==> config.mk <==
export PLATFORM = sky130hd
export DESIGN_NAME = multicycle_ctrl_flat
export DESIGN_NICKNAME = d
export VERILOG_FILES = /design/src/rtl/multicycle_ctrl_if.sv /design/src/rtl/multicycle_ctrl.sv /design/src/flat_wrapper.sv
export SDC_FILE = /design/constraint.sdc
export NUM_CORES = 1
export LEC_CHECK = 0
export ABC_AREA = 1
export BUFFER_PORTS_ARGS = -buffer_cell sky130_fd_sc_hd__buf_2
export CAP_MARGIN = 10
export CORE_UTILIZATION = 48
export CTS_BUF_LIST = sky130_fd_sc_hd__clkbuf_16
export CTS_CLUSTER_DIAMETER = 60
export CTS_CLUSTER_SIZE = 28
export DETAILED_ROUTE_END_ITERATION = 12
export PLACE_DENSITY = 0.73
export SETUP_SLACK_MARGIN = 0.4
export SLEW_MARGIN = 40
export SYNTH_ARGS = -nofsm -noshare
export SYNTH_HDL_FRONTEND = slang
export SYNTH_SLANG_ARGS = --single-unit
==> constraint.sdc <==
create_clock -name clk -period 1.9 [get_ports clk]
set_input_delay 0.095 -clock clk [delete_from_list [all_inputs] [get_ports clk]]
set_output_delay 0.095 -clock clk [all_outputs]
set_load 0.01 [all_outputs]
==> src/rtl/multicycle_ctrl_if.sv <==
`default_nettype none
// ============================================================================
// Module   : multicycle_ctrl_if
// Purpose  : Control/handshake bundle between the multicycle controller and the
//            shared RV32I datapath and memory.
// Revision : 1.0 - initial release
// ============================================================================
interface multicycle_ctrl_if;
  logic [6:0] op;
  logic       mem_ready;
  logic       branch_taken;
  logic       PCWrite;
  logic       AdrSrc;
  logic       MemReq;
  logic       MemWrite;
  logic       IRWrite;
  logic       RegWrite;
  logic [1:0] ResultSrc;
  logic [1:0] ALUSrcA;
  logic [1:0] ALUSrcB;
  logic [1:0] ALUOp;
  logic [2:0] ImmSrc;
  logic       IllegalOp;
  logic       InstrDone;

  modport master (
    input  op, mem_ready, branch_taken,
    output PCWrite, AdrSrc, MemReq, MemWrite, IRWrite, RegWrite,
           ResultSrc, ALUSrcA, ALUSrcB, ALUOp, ImmSrc, IllegalOp, InstrDone
  );

  modport slave (
    output op, mem_ready, branch_taken,
    input  PCWrite, AdrSrc, MemReq, MemWrite, IRWrite, RegWrite,
           ResultSrc, ALUSrcA, ALUSrcB, ALUOp, ImmSrc, IllegalOp, InstrDone
  );
endinterface
`default_nettype wire

==> src/rtl/multicycle_ctrl.sv <==
`default_nettype none
// ============================================================================
// Module   : multicycle_ctrl
// Purpose  : Moore control FSM sequencing a shared-ALU, unified-memory RV32I
//            datapath one instruction at a time with a memory ready handshake.
// Revision : 1.0 - initial release
// ============================================================================
module multicycle_ctrl (
  input  wire logic         clk,
  input  wire logic         reset,
  multicycle_ctrl_if.master bus
);

  localparam logic [6:0] c_OP_LOAD   = 7'b0000011;
  localparam logic [6:0] c_OP_STORE  = 7'b0100011;
  localparam logic [6:0] c_OP_R      = 7'b0110011;
  localparam logic [6:0] c_OP_I      = 7'b0010011;
  localparam logic [6:0] c_OP_BRANCH = 7'b1100011;
  localparam logic [6:0] c_OP_JAL    = 7'b1101111;
  localparam logic [6:0] c_OP_JALR   = 7'b1100111;
  localparam logic [6:0] c_OP_LUI    = 7'b0110111;
  localparam logic [6:0] c_OP_AUIPC  = 7'b0010111;

  typedef enum logic [3:0] {
    S_FETCH     = 4'd0,
    S_DECODE    = 4'd1,
    S_MEMADR    = 4'd2,
    S_MEMREAD   = 4'd3,
    S_MEMWB     = 4'd4,
    S_MEMWRITE  = 4'd5,
    S_EXECR     = 4'd6,
    S_EXECI     = 4'd7,
    S_ALUWB     = 4'd8,
    S_BRANCH    = 4'd9,
    S_JAL       = 4'd10,
    S_JALR      = 4'd11,
    S_JALR_LINK = 4'd12,
    S_LUI       = 4'd13,
    S_AUIPC     = 4'd14,
    S_UNUSED    = 4'd15
  } state_t;

  // Per-state output image; held in flops so outputs are glitch-free Moore
  // decodes, with only the handshake gating applied afterwards.
  typedef struct packed {
    logic       memreq;
    logic       adrsrc;
    logic       memwrite;
    logic       fetch;
    logic       pcw;
    logic       brn;
    logic       regwrite;
    logic       done;
    logic       decode;
    logic [1:0] resultsrc;
    logic [1:0] alusrca;
    logic [1:0] alusrcb;
    logic [1:0] aluop;
  } ctl_t;

  function automatic logic f_known(input logic [6:0] o);
    case (o)
      c_OP_LOAD, c_OP_STORE, c_OP_R, c_OP_I, c_OP_BRANCH,
      c_OP_JAL, c_OP_JALR, c_OP_LUI, c_OP_AUIPC: f_known = 1'b1;
      default:                                    f_known = 1'b0;
    endcase
  endfunction

  function automatic state_t f_next(input state_t s, input logic [6:0] o, input logic rdy);
    case (s)
      S_FETCH:     f_next = rdy ? S_DECODE : S_FETCH;
      S_DECODE: begin
        case (o)
          c_OP_LOAD, c_OP_STORE: f_next = S_MEMADR;
          c_OP_R:                f_next = S_EXECR;
          c_OP_I:                f_next = S_EXECI;
          c_OP_BRANCH:           f_next = S_BRANCH;
          c_OP_JAL:              f_next = S_JAL;
          c_OP_JALR:             f_next = S_JALR;
          c_OP_LUI:              f_next = S_LUI;
          c_OP_AUIPC:            f_next = S_AUIPC;
          default:               f_next = S_FETCH;
        endcase
      end
      S_MEMADR:    f_next = (o == c_OP_STORE) ? S_MEMWRITE : S_MEMREAD;
      S_MEMREAD:   f_next = rdy ? S_MEMWB : S_MEMREAD;
      S_MEMWRITE:  f_next = rdy ? S_FETCH : S_MEMWRITE;
      S_EXECR:     f_next = S_ALUWB;
      S_EXECI:     f_next = S_ALUWB;
      S_AUIPC:     f_next = S_ALUWB;
      S_JAL:       f_next = S_ALUWB;
      S_JALR:      f_next = S_JALR_LINK;
      S_JALR_LINK: f_next = S_ALUWB;
      S_MEMWB:     f_next = S_FETCH;
      S_ALUWB:     f_next = S_FETCH;
      S_BRANCH:    f_next = S_FETCH;
      S_LUI:       f_next = S_FETCH;
      S_UNUSED:    f_next = S_FETCH;
    endcase
  endfunction

  function automatic ctl_t f_decode(input state_t s);
    ctl_t c;
    c = '0;
    case (s)
      S_FETCH: begin
        c.memreq = 1'b1; c.fetch = 1'b1;
        c.resultsrc = 2'b10; c.alusrcb = 2'b10;
      end
      S_DECODE: begin
        c.decode = 1'b1; c.alusrca = 2'b01; c.alusrcb = 2'b01;
      end
      S_MEMADR: begin
        c.alusrca = 2'b10; c.alusrcb = 2'b01;
      end
      S_MEMREAD: begin
        c.memreq = 1'b1; c.adrsrc = 1'b1;
      end
      S_MEMWB: begin
        c.resultsrc = 2'b01; c.regwrite = 1'b1; c.done = 1'b1;
      end
      S_MEMWRITE: begin
        c.memreq = 1'b1; c.memwrite = 1'b1; c.adrsrc = 1'b1;
      end
      S_EXECR: begin
        c.alusrca = 2'b10; c.aluop = 2'b10;
      end
      S_EXECI: begin
        c.alusrca = 2'b10; c.alusrcb = 2'b01; c.aluop = 2'b10;
      end
      S_AUIPC: begin
        c.alusrca = 2'b01; c.alusrcb = 2'b01;
      end
      S_ALUWB: begin
        c.regwrite = 1'b1; c.done = 1'b1;
      end
      S_BRANCH: begin
        c.alusrca = 2'b10; c.aluop = 2'b01; c.brn = 1'b1; c.done = 1'b1;
      end
      S_JAL: begin
        c.alusrca = 2'b01; c.alusrcb = 2'b10; c.pcw = 1'b1;
      end
      S_JALR: begin
        c.alusrca = 2'b10; c.alusrcb = 2'b01; c.resultsrc = 2'b10; c.pcw = 1'b1;
      end
      S_JALR_LINK: begin
        c.alusrca = 2'b01; c.alusrcb = 2'b10;
      end
      S_LUI: begin
        c.resultsrc = 2'b11; c.regwrite = 1'b1; c.done = 1'b1;
      end
      S_UNUSED: c = '0;
    endcase
    return c;
  endfunction

  state_t r_state;
  ctl_t   r_ctl;

  always_ff @(posedge clk or posedge reset) begin
    if (reset) begin
      r_state <= S_FETCH;
      r_ctl   <= f_decode(S_FETCH);
    end else begin
      r_state <= f_next(r_state, bus.op, bus.mem_ready);
      r_ctl   <= f_decode(f_next(r_state, bus.op, bus.mem_ready));
    end
  end

  logic w_run;
  logic w_illegal;
  logic w_fetch_done;

  // Reset gates every strobe combinationally so they drop the instant reset rises.
  assign w_run        = ~reset;
  assign w_illegal    = r_ctl.decode & ~f_known(bus.op);
  assign w_fetch_done = r_ctl.fetch & bus.mem_ready;

  assign bus.MemReq    = r_ctl.memreq & w_run;
  assign bus.MemWrite  = r_ctl.memwrite & w_run;
  assign bus.IRWrite   = w_fetch_done & w_run;
  assign bus.PCWrite   = (w_fetch_done | r_ctl.pcw | (r_ctl.brn & bus.branch_taken)) & w_run;
  assign bus.RegWrite  = r_ctl.regwrite & w_run;
  assign bus.IllegalOp = w_illegal & w_run;
  assign bus.InstrDone = (r_ctl.done | (r_ctl.memwrite & bus.mem_ready) | w_illegal) & w_run;
  assign bus.AdrSrc    = r_ctl.adrsrc;
  assign bus.ResultSrc = r_ctl.resultsrc;
  assign bus.ALUSrcA   = r_ctl.alusrca;
  assign bus.ALUSrcB   = r_ctl.alusrcb;
  assign bus.ALUOp     = r_ctl.aluop;

  always_comb begin
    case (bus.op)
      c_OP_STORE:          bus.ImmSrc = 3'b001;
      c_OP_BRANCH:         bus.ImmSrc = 3'b010;
      c_OP_LUI, c_OP_AUIPC: bus.ImmSrc = 3'b011;
      c_OP_JAL:            bus.ImmSrc = 3'b100;
      default:             bus.ImmSrc = 3'b000;
    endcase
  end

endmodule
`default_nettype wire

==> src/flat_wrapper.sv <==
// flat-port wrapper written by rule: the top's interface ports become plain ports
module multicycle_ctrl_flat 
  (clk, reset, bus_op, bus_mem_ready, bus_branch_taken, bus_PCWrite, bus_AdrSrc, bus_MemReq, bus_MemWrite, bus_IRWrite, bus_RegWrite, bus_ResultSrc, bus_ALUSrcA, bus_ALUSrcB, bus_ALUOp, bus_ImmSrc, bus_IllegalOp, bus_InstrDone);
  multicycle_ctrl_if bus_i ();
  input  wire logic clk;
  input  wire logic reset;
  input wire logic [$bits(bus_i.op)-1:0] bus_op;
  input wire logic [$bits(bus_i.mem_ready)-1:0] bus_mem_ready;
  input wire logic [$bits(bus_i.branch_taken)-1:0] bus_branch_taken;
  output wire logic [$bits(bus_i.PCWrite)-1:0] bus_PCWrite;
  output wire logic [$bits(bus_i.AdrSrc)-1:0] bus_AdrSrc;
  output wire logic [$bits(bus_i.MemReq)-1:0] bus_MemReq;
  output wire logic [$bits(bus_i.MemWrite)-1:0] bus_MemWrite;
  output wire logic [$bits(bus_i.IRWrite)-1:0] bus_IRWrite;
  output wire logic [$bits(bus_i.RegWrite)-1:0] bus_RegWrite;
  output wire logic [$bits(bus_i.ResultSrc)-1:0] bus_ResultSrc;
  output wire logic [$bits(bus_i.ALUSrcA)-1:0] bus_ALUSrcA;
  output wire logic [$bits(bus_i.ALUSrcB)-1:0] bus_ALUSrcB;
  output wire logic [$bits(bus_i.ALUOp)-1:0] bus_ALUOp;
  output wire logic [$bits(bus_i.ImmSrc)-1:0] bus_ImmSrc;
  output wire logic [$bits(bus_i.IllegalOp)-1:0] bus_IllegalOp;
  output wire logic [$bits(bus_i.InstrDone)-1:0] bus_InstrDone;
  assign bus_i.op = bus_op;
  assign bus_i.mem_ready = bus_mem_ready;
  assign bus_i.branch_taken = bus_branch_taken;
  assign bus_PCWrite = bus_i.PCWrite;
  assign bus_AdrSrc = bus_i.AdrSrc;
  assign bus_MemReq = bus_i.MemReq;
  assign bus_MemWrite = bus_i.MemWrite;
  assign bus_IRWrite = bus_i.IRWrite;
  assign bus_RegWrite = bus_i.RegWrite;
  assign bus_ResultSrc = bus_i.ResultSrc;
  assign bus_ALUSrcA = bus_i.ALUSrcA;
  assign bus_ALUSrcB = bus_i.ALUSrcB;
  assign bus_ALUOp = bus_i.ALUOp;
  assign bus_ImmSrc = bus_i.ImmSrc;
  assign bus_IllegalOp = bus_i.IllegalOp;
  assign bus_InstrDone = bus_i.InstrDone;
  multicycle_ctrl u_core (.clk(clk), .reset(reset), .bus(bus_i));
endmodule
* After elaboration in Yosys (flattened, before gate mapping)
Index checks and enable logic that the tools add are counted.
** Cells by class
- Multiplexer cells :: 21
- Equality and inequality tests :: 38
- Reductions and logical operators :: 18
- Bitwise operators :: 17
** Operators with widths (number)
- one-hot mux 4 bit (8 select lines) :: 2
- equality test 4 bit (second input constant) :: 15
- equality test 4 x 3 -> 1 bit (second input constant) :: 8
- equality test 7 x 6 -> 1 bit (second input constant) :: 3
- equality test 7 bit (second input constant) :: 3
- OR reduction 5 bit :: 4
- equality test 4 x 2 -> 1 bit (second input constant) :: 4
- equality test 7 x 5 -> 1 bit (second input constant) :: 2
- one-hot mux 2 bit (2 select lines) :: 3
- one-hot mux 3 bit (4 select lines) :: 1
- OR reduction 2 bit :: 6
- bitwise AND 1 bit :: 11
- 2-to-1 mux 1 bit :: 11
- 2-to-1 mux 3 bit :: 3
- OR reduction 3 bit :: 3
- OR reduction 9 bit :: 1
- equality test 4 x 1 -> 1 bit (second input constant) :: 2
- zero test 4 bit :: 2
- OR reduction 4 bit :: 2
- equality test 7 x 2 -> 1 bit (second input constant) :: 1
- one-hot mux 2 bit (3 select lines) :: 1
- bitwise OR 1 bit :: 4
- NOT 1 bit :: 2
** Storage, ports and cells
- Word-level logic and storage cells :: 108
- Bits in registers :: 21
- Input bits :: 11
- Output and inout bits :: 19

* Longest topological paths before layout
Gate-level depths: netlist of the first run.
- Word-level depth :: 7
- Gate-level depth with buffers :: 12
- Mapped depth without buffers :: 12

* Worst setup path before layout of the first run
No wires, ideal clock.
- Kind :: register -> register
- From :: register u_core.r_state[2]
- To :: register u_core.r_ctl, in the netlist u_core.bus.ALUSrcA[1]
- Path slack :: 0.500 ns
- Clock period less this slack :: 1.400 ns
- Data required time :: 1.779 ns
- Arrival time :: 1.279 ns
- Cell stages (with the launch flop) :: 11
- Path buffers :: 0
- Library setup time :: 0.121 ns
- Path through :: dfrtp_1 nor2_2 inv_2 nor2_4 nand3_1 nand3_4 inv_2 nand3_2 nor2_2 nor2_2 nand2_1
** Between the ends
- Cells in the longest elaborated chain, start to end :: 6
- Elaborated cells between the ends (all ways) :: 31
- Classes of those cells :: eq/ne: 24; mux: 2; reduce/logical: 5
** RTL lines
- start, declared :: RTL line multicycle_ctrl.sv:157 : state_t r_state;
- start signal, assigned :: RTL line multicycle_ctrl.sv:165 : r_state <= f_next(r_state, bus.op, bus.mem_ready);
- equality test 4 x 3 -> 1 bit or equality test 4 bit (tied branches) :: RTL line multicycle_ctrl.sv:70 : case (s)
- OR reduction 5 bit (no source line)
- one-hot mux 4 bit (8 select lines) (*) :: RTL line multicycle_ctrl.sv:70
- equality test 4 x 3 -> 1 bit, or another cell as far along :: RTL line multicycle_ctrl.sv:105 : case (s)
- OR reduction 5 bit (no source line) or OR reduction 4 bit (tied branches)
- one-hot mux 2 bit (2 select lines) (*) :: RTL line multicycle_ctrl.sv:105
- end signal, assigned :: RTL line multicycle_ctrl.sv:163 : r_ctl <= f_decode(S_FETCH);
- end signal, assigned :: RTL line multicycle_ctrl.sv:166 : r_ctl <= f_decode(f_next(r_state, bus.op, bus.mem_ready));
- end, declared :: RTL line multicycle_ctrl.sv:158 : ctl_t r_ctl;
Mark *: on every way between the ends. The rest lies on a longest branch, timed or not.

* Worst setup path in the final report of the first run
- From :: register u_core.r_state[3]
- To :: register u_core.r_ctl, in the netlist u_core.bus.ALUSrcB[0]
** Between the ends
- Cells in the longest elaborated chain, start to end :: 6
- Elaborated cells between the ends (all ways) :: 30
- Classes of those cells :: eq/ne: 22; mux: 2; reduce/logical: 6
** RTL lines (RTL line)
- equality test 4 x 3 -> 1 bit or equality test 4 bit (tied branches) :: multicycle_ctrl.sv:70
- OR reduction 5 bit (no source line)
- one-hot mux 4 bit (8 select lines) (*) :: multicycle_ctrl.sv:70
- equality test 4 x 1 -> 1 bit, or another cell as far along :: multicycle_ctrl.sv:105
- OR reduction 5 bit (no source line) or OR reduction 3 bit (tied branches)
- one-hot mux 2 bit (2 select lines) (*) :: multicycle_ctrl.sv:105
Marks and branches as above.

==> results.json, run 1 <==
{
  "die_w_um": 54.07,
  "final_core_util": 0.6657,
  "antenna_left": 0,
  "yosys_register_bits": 20,
  "synth_nets": 181,
  "r2r_cells": 10,
  "antenna_found_initial": 0,
  "drive_gt1_frac": 0.5098,
  "io_pins": 30,
  "yosys_warnings": 0,
  "finalNetCount": 216,
  "cts_tree": "yes",
  "die_area_um2": 2923,
  "ys_types": 26,
  "drt-pass1-iter-count": 4,
  "tightest_slew_ps": 710.5,
  "dpl-instance-area_um2": 1420,
  "rrSetupSlack_ps": 270,
  "run_status": "completed",
  "wl_per_cell_um": 13.61,
  "overflow": 0,
  "power_density_nw_per_um2": 1296,
  "die_height_um": 54.07,
  "synth_enable_flop_cells": 0,
  "antenna_cells": 0,
  "finalSetupViolations": 0,
  "ys.flop_type": "dfrtp_1",
  "dr_wl_met2_um": 1666,
  "grt_pass1_vias": 1116,
  "maxCapViolations": 0,
  "clk_path_buf_depth": 2,
  "place_ws_ps": 347.7,
  "fp.coreArea_um2": 2522,
  "track_usage": 0.2321,
  "drc": 0,
  "cts_buffers": 3,
  "synthCells": 170,
  "worst_slack_ps": 267.2,
  "clk_pin_slew_ps": 60,
  "wl_um": 3184,
  "critPathLaunchType": "flop",
  "wl_met3_um": 181,
  "avgSynthCellArea_um2": 7.654,
  "clock-sinks": 20,
  "num_rows": 18,
  "timing.final.hold_violations": 0,
  "skew_ps": 3.346,
  "required_ps": 2090,
  "slew_headroom": 0.5234,
  "routabilityCongestion": 0.8683,
  "reg2reg_to": "u_core.bus.ALUSrcB[0]",
  "grt_max_degree": 21,
  "drt_iter0_drc": 35,
  "critPathArrivalTime_ps": 1830,
  "power_mw": 2.176,
  "drv_slew": 0,
  "clock_latency_ps": 250,
  "fmax_mhz": 612.5,
  "leakagePower_nw": 0.9202,
  "root_buffer": "clkbuf_16",
  "rsz0062_at_grt": "true",
  "start_util": 0.5159,
  "grt_pass1_wl_um": 4802,
  "min_path_type": "input port to flop",
  "cp-endpoint": "u_core.bus.ALUSrcB[0]",
  "cp_max_fo": 6,
  "yosysSeqAreaShare": 0.3885,
  "met1_length_um": 1289,
  "async_flop_share": 1.000,
  "cp-startpoint": "u_core.r_state[3]",
  "top_layer": "met4",
  "final_area_um2": 1679,
  "r2r_start": "u_core.r_state[3]",
  "port_buffers": 29,
  "place_hpwl_um": 2083,
  "fin_crit_sh": 0.8593,
  "endpoint_kind": "flop",
  "synth_area_um2": 1301,
  "viasPerCell": 5.303,
  "syn2layout_area_growth_pct": 29.04,
  "fin_tns_setup_ps": 0,
  "num_vias": 1241,
  "cts_max_level": 1,
  "fillers": 200,
  "fin_crit_ps": 1633,
  "worstSetupPathType": "flop to flop",
  "peakVddDrop_v": 0.001181
}
==> cells in the mapped netlist, types with 3 or more instances <==
| master | instances | share of area |
|---|---|---|
| a21oi_1 | 5 | 0.019 |
| buf_4 | 8 | 0.046 |
| dfrtp_1 | 16 | 0.31 |
| dfstp_2 | 4 | 0.081 |
| inv_1 | 21 | 0.061 |
| inv_2 | 9 | 0.026 |
| nand2_1 | 30 | 0.087 |
| nand2_2 | 6 | 0.029 |
| nand2_4 | 4 | 0.035 |
| nand3_1 | 8 | 0.031 |
| nand4_1 | 5 | 0.024 |
| nor2_1 | 22 | 0.063 |
| nor2_2 | 7 | 0.034 |
| nor2_4 | 4 | 0.035 |
| nor3_1 | 5 | 0.019 |
| o21ai_0 | 3 | 0.012 |
==> layout by cell type (no fill, tap or decap), drive strengths merged, types with 3 or more instances in the layout <==
master / synthesis / final
buf: 8 / 38
nand4: 5 / 5
inv: 30 / 29
dfrtp: 16 / 16
nand3: 12 / 12
dfstp: 4 / 4
o21ai: 6 / 6
nor3: 5 / 5
nand2: 40 / 40
nor2: 33 / 33
clkbuf: 1 / 3
a21oi: 6 / 6
==> worst max-delay path, cell delays in order, from the launching register on <==
cell and delay, ps:
dfrtp_2 450, nor2_4 170, inv_4 60, nor2_4 180
nand2_1 90, nand2_2 130, buf_6 120, nand2_4 40
o21bai_1 190, nor2_1 80, nand2_1 60
==> logic make-up after synthesis <==
family,count (synthesis),share of synthesized area
AO/OA/AOI/OAI,15,0.07308
AND/OR/NAND/NOR,96,0.4029
flip-flops,20,0.3885
buffers and inverters,39,0.1356
==> area by class of cell <==
type                    instances  area, um^2  area share
flip-flops and latches         20       510.5      0.3040
clock buffers                   3       75.07     0.04471
repair buffers                 39       226.5      0.1349
well taps                      30       37.54     0.02235
clock inverters                 1       30.03     0.01788
multi-input cells             111       681.9      0.4061
inverters                      30       117.6     0.07004
==> through the flow <==
stage / instances / hold WS (ps)
floorplan: 170 / 238.8
global placement: 220 / 312.7
finish: 234 / 203.6
global route: 234 / 221.1
CTS: 231 / 56.37
detailed placement: 220 / 327.2
==> metal layers <==
layer  up-vias  track usage
li1        595            -
met1       596       0.2741
met2        41       0.4095
met3         9      0.05367
met4         0      0.07692
met5         -            0
==> sequential cells by signal, indices dropped and copies added, names as in the netlist <==
signal                flops
u_core.bus.ALUSrcA        2
u_core.bus.ResultSrc      2
u_core.bus.ALUSrcB        2
u_core.r_ctl              7
u_core.bus.ALUOp          2
u_core.bus.AdrSrc         1
u_core.r_state            4
==> how the worst min path moves through the flow <==
stage	startpoint	endpoint	slack, ps	depth (start not counted)
final	bus_mem_ready	u_core.r_ctl[8]	200	3
after global routing	bus_mem_ready	u_core.r_ctl[8]	220	3
after CTS	reset	u_core.r_ctl[8]	60	2
after detailed placement	reset	u_core.bus.AdrSrc	330	2
after global placement	reset	u_core.bus.AdrSrc	310	2
after floorplan	reset	u_core.bus.ALUOp[0]	240	2
==> repair_timing <==
item                                    4_1_cts  5_1_grt
buffers inserted                              7        2
endpoints found under the setup margin        9       13
pin swaps                                     4       13
hold buffers                                  0        1
resized for setup                             5       21
endpoints found under the hold margin         0       16
==> report_power, final <==
group / switching [mW] / leakage, nW / internal, mW
clock: 0.157 / 0.0511 / 0.418
combinational: 0.600 / 0.616 / 0.348
sequential: 0.0707 / 0.253 / 0.583
Note: power is estimated with default switching activity, not from simulation.
==> run 2, diff against run 1 <==
--- a/config.mk
+++ b/config.mk
@@ -6,8 +6,9 @@
 export NUM_CORES = 1
 export LEC_CHECK = 0
 export ABC_AREA = 1
-export BUFFER_PORTS_ARGS = -buffer_cell sky130_fd_sc_hd__buf_2
+export BUFFER_PORTS_ARGS = -buffer_cell sky130_fd_sc_hd__buf_4
 export CAP_MARGIN = 10
+export CORE_MARGIN = 2
 export CORE_UTILIZATION = 48
 export CTS_BUF_LIST = sky130_fd_sc_hd__clkbuf_16
 export CTS_CLUSTER_DIAMETER = 60
==> run 2 against run 1 <==
Net effect: via count fell by 4.1%; sequential share of layout area fell by 0.70 points; wire length fell by 2.5%; global-route usage fell by 3.7 points; sequential power barely moved; setup slack improved by 45 ps; utilization rose by 1.2 points; design area rose by 1.9%; die area rose by 7.5%.
==> results.json, run 2 (synthesis gave the netlist of run 1 again) <==
{
  "run_status": "completed",
  "fin_tns_setup_ps": 0,
  "final_area_um2": 1710,
  "grt_pass1_wl_um": 4802,
  "largest_reg_flops": 7,
  "worstSetupPathType": "flop to flop",
  "clk_path_buf_depth": 2,
  "skew_ps": 6.350,
  "grt_max_degree": 21,
  "grt_pass1_vias": 1126,
  "place_hpwl_um": 2148,
  "tightest_slew_ps": 429.5,
  "fp.coreArea_um2": 2522,
  "min_path_type": "input port to flop",
  "worstPathCellList": "nor2_4 > inv_4 > nor2_4 > nand2_2 > nand3_4 > nor2_1 > a21oi_1 > nand2_1",
  "clock-sinks": 20,
  "path_common_cell": "nor2_4",
  "drv_slew": 0,
  "cts_tree": "yes",
  "worst-path-buf-inv": 1,
  "routabilityCongestion": 0.9008,
  "num_rows": 18,
  "switching_power_mw": 0.7720,
  "regMostFlops": "u_core.r_ctl",
  "multi_input_area_um2": 659.4,
  "final_common_cell": "buf_4",
  "slew_headroom": 0.7133,
  "leakagePower_nw": 0.9177,
  "swShare": 0.3676,
  "antenna_found_initial": 0,
  "comb_power_share": 0.416,
  "place_ws_ps": 332.3,
  "dpl-instance-area_um2": 1493,
  "io_pins": 30,
  "finalSetupViolations": 0,
  "die_height_um": 56.07,
  "crit_path_top_delay_cell": "dfrtp_1",
  "fin_crit_sh": 0.8357,
  "power.internal_mw": 1.328,
  "track_usage": 0.1948,
  "finalNetCount": 214,
  "viasPerCell": 5.129,
  "critPathTopFamily": "simple AND/OR/NAND/NOR gates",
  "num_vias": 1190,
  "clk_pin_slew_ps": 60,
  "wl_um": 3105,
  "wl_per_cell_um": 13.38,
  "antenna_cells": 0,
  "drc": 0,
  "critPathMaxStageDelay_ps": 450,
  "clock_latency_ps": 250,
  "final_cell_mix": "buf_4, nand2_1, nor2_1",
  "top_regs": "u_core.r_ctl (7), u_core.r_state (4)",
  "drt-pass1-iter-count": 4,
  "power_density_nw_per_um2": 1228,
  "die_w_um": 56.07,
  "drt_iter0_drc": 41,
  "critPathArrivalTime_ps": 1720,
  "maxCapViolations": 0,
  "cts_buffers": 3,
  "rsz0062_at_grt": "true",
  "power_mw": 2.100,
  "seqCellArea_um2": 508.0,
  "critPathLaunchType": "flop",
  "start_util": 0.5159,
  "fillers": 204,
  "fin_crit_ps": 1588,
  "clkPwrFrac": 0.272,
  "antenna_left": 0,
  "peakVddDrop_v": 0.0007764,
  "cp_max_fo": 6,
  "port_buffers": 29,
  "worst_slack_ps": 312.1,
  "drive_gt1_frac": 0.4653,
  "final_core_util": 0.6781,
  "required_ps": 2040,
  "fmax_mhz": 629.8,
  "die_area_um2": 3143,
  "p_seq_frac": 0.311,
  "syn2layout_area_growth_pct": 31.44,
  "timing.final.hold_violations": 0,
  "cts_max_level": 1,
  "endpoint_kind": "flop",
  "overflow": 0,
  "root_buffer": "clkbuf_16"
}
## run 2: cell types whose count changed in the layout (fill, tap and decap cells not counted), moves of 2 or more
cell,previous run,this run
nor2_1,17,20
nand2_2,10,8
nor2_2,11,8
dfrtp_2,4,2
buf_4,8,36
dfrtp_1,12,14
nand2_1,25,27
buf_2,29,0
## run 2: what timing repair did
item,4_1_cts,5_1_grt
pin swaps,8,8
cloned,0,0
gates resized for setup,4,14
endpoints found under the hold margin,0,16
hold buffers,0,1
buffers inserted,5,2
endpoints found under the setup margin,8,12
## run 2: worst reg2reg max path, stage by stage, from the launching register on
cell and delay [ps]:
dfrtp_1 450, nor2_4 170, inv_4 70, nor2_4 160, nand2_2 90, nand3_4 150, nor2_1 100, a21oi_1 210
nand2_1 80
## run 2: area by class of cell
| type | count | share of cell area |
|---|---|---|
| inverters | 30 | 0.07023 |
| well taps | 30 | 0.02195 |
| clock buffers | 3 | 0.04389 |
| repair buffers | 37 | 0.1639 |
| multi-input cells | 111 | 0.3855 |
| flip-flops and latches | 20 | 0.2970 |
| clock inverters | 1 | 0.01756 |
## run 2: worst paths after layout
kind                              startpoint  slack, ps                      end  cells after the start
min in group asynchronous              reset        440        u_core.r_state[2]                      3
hold / removal                 bus_mem_ready        180          u_core.r_ctl[8]                      3
hold reg to reg            u_core.r_state[1]        640          u_core.r_ctl[8]                      3
setup / recovery           u_core.r_state[2]        310    u_core.bus.ALUSrcA[1]                      8
max in group asynchronous              reset       1120  u_core.bus.ResultSrc[1]                      3
setup reg to reg           u_core.r_state[2]        310    u_core.bus.ALUSrcA[1]                      8
## run 2: per-layer routing
metal	vias to the layer above	wire, um	share of wire	track usage
met5	-	0	0	0
met4	0	106	0.034	0.07143
met3	12	162	0.052	0.03488
met2	46	1624	0.52	0.3546
met1	547	1211	0.39	0.2251
li1	585	-	-	-
## run 2: power groups by stage
stage	logic, mW	clock network [mW]	registers [mW]
finish	0.874	0.572	0.653
global placement	0.786	0	0.642
detailed placement	0.798	0	0.647
global route	0.954	0.601	0.662
floorplan	0.608	0	0.634
CTS	0.832	0.582	0.640
## run 2: through the flow
stage | instances | hold slack (ps)
after floorplan | 170 | 238.8
after global placement | 220 | 295.7
after detailed placement | 220 | 327.2
after CTS | 229 | 58.20
after global routing | 232 | 198.3
final | 232 | 184.7
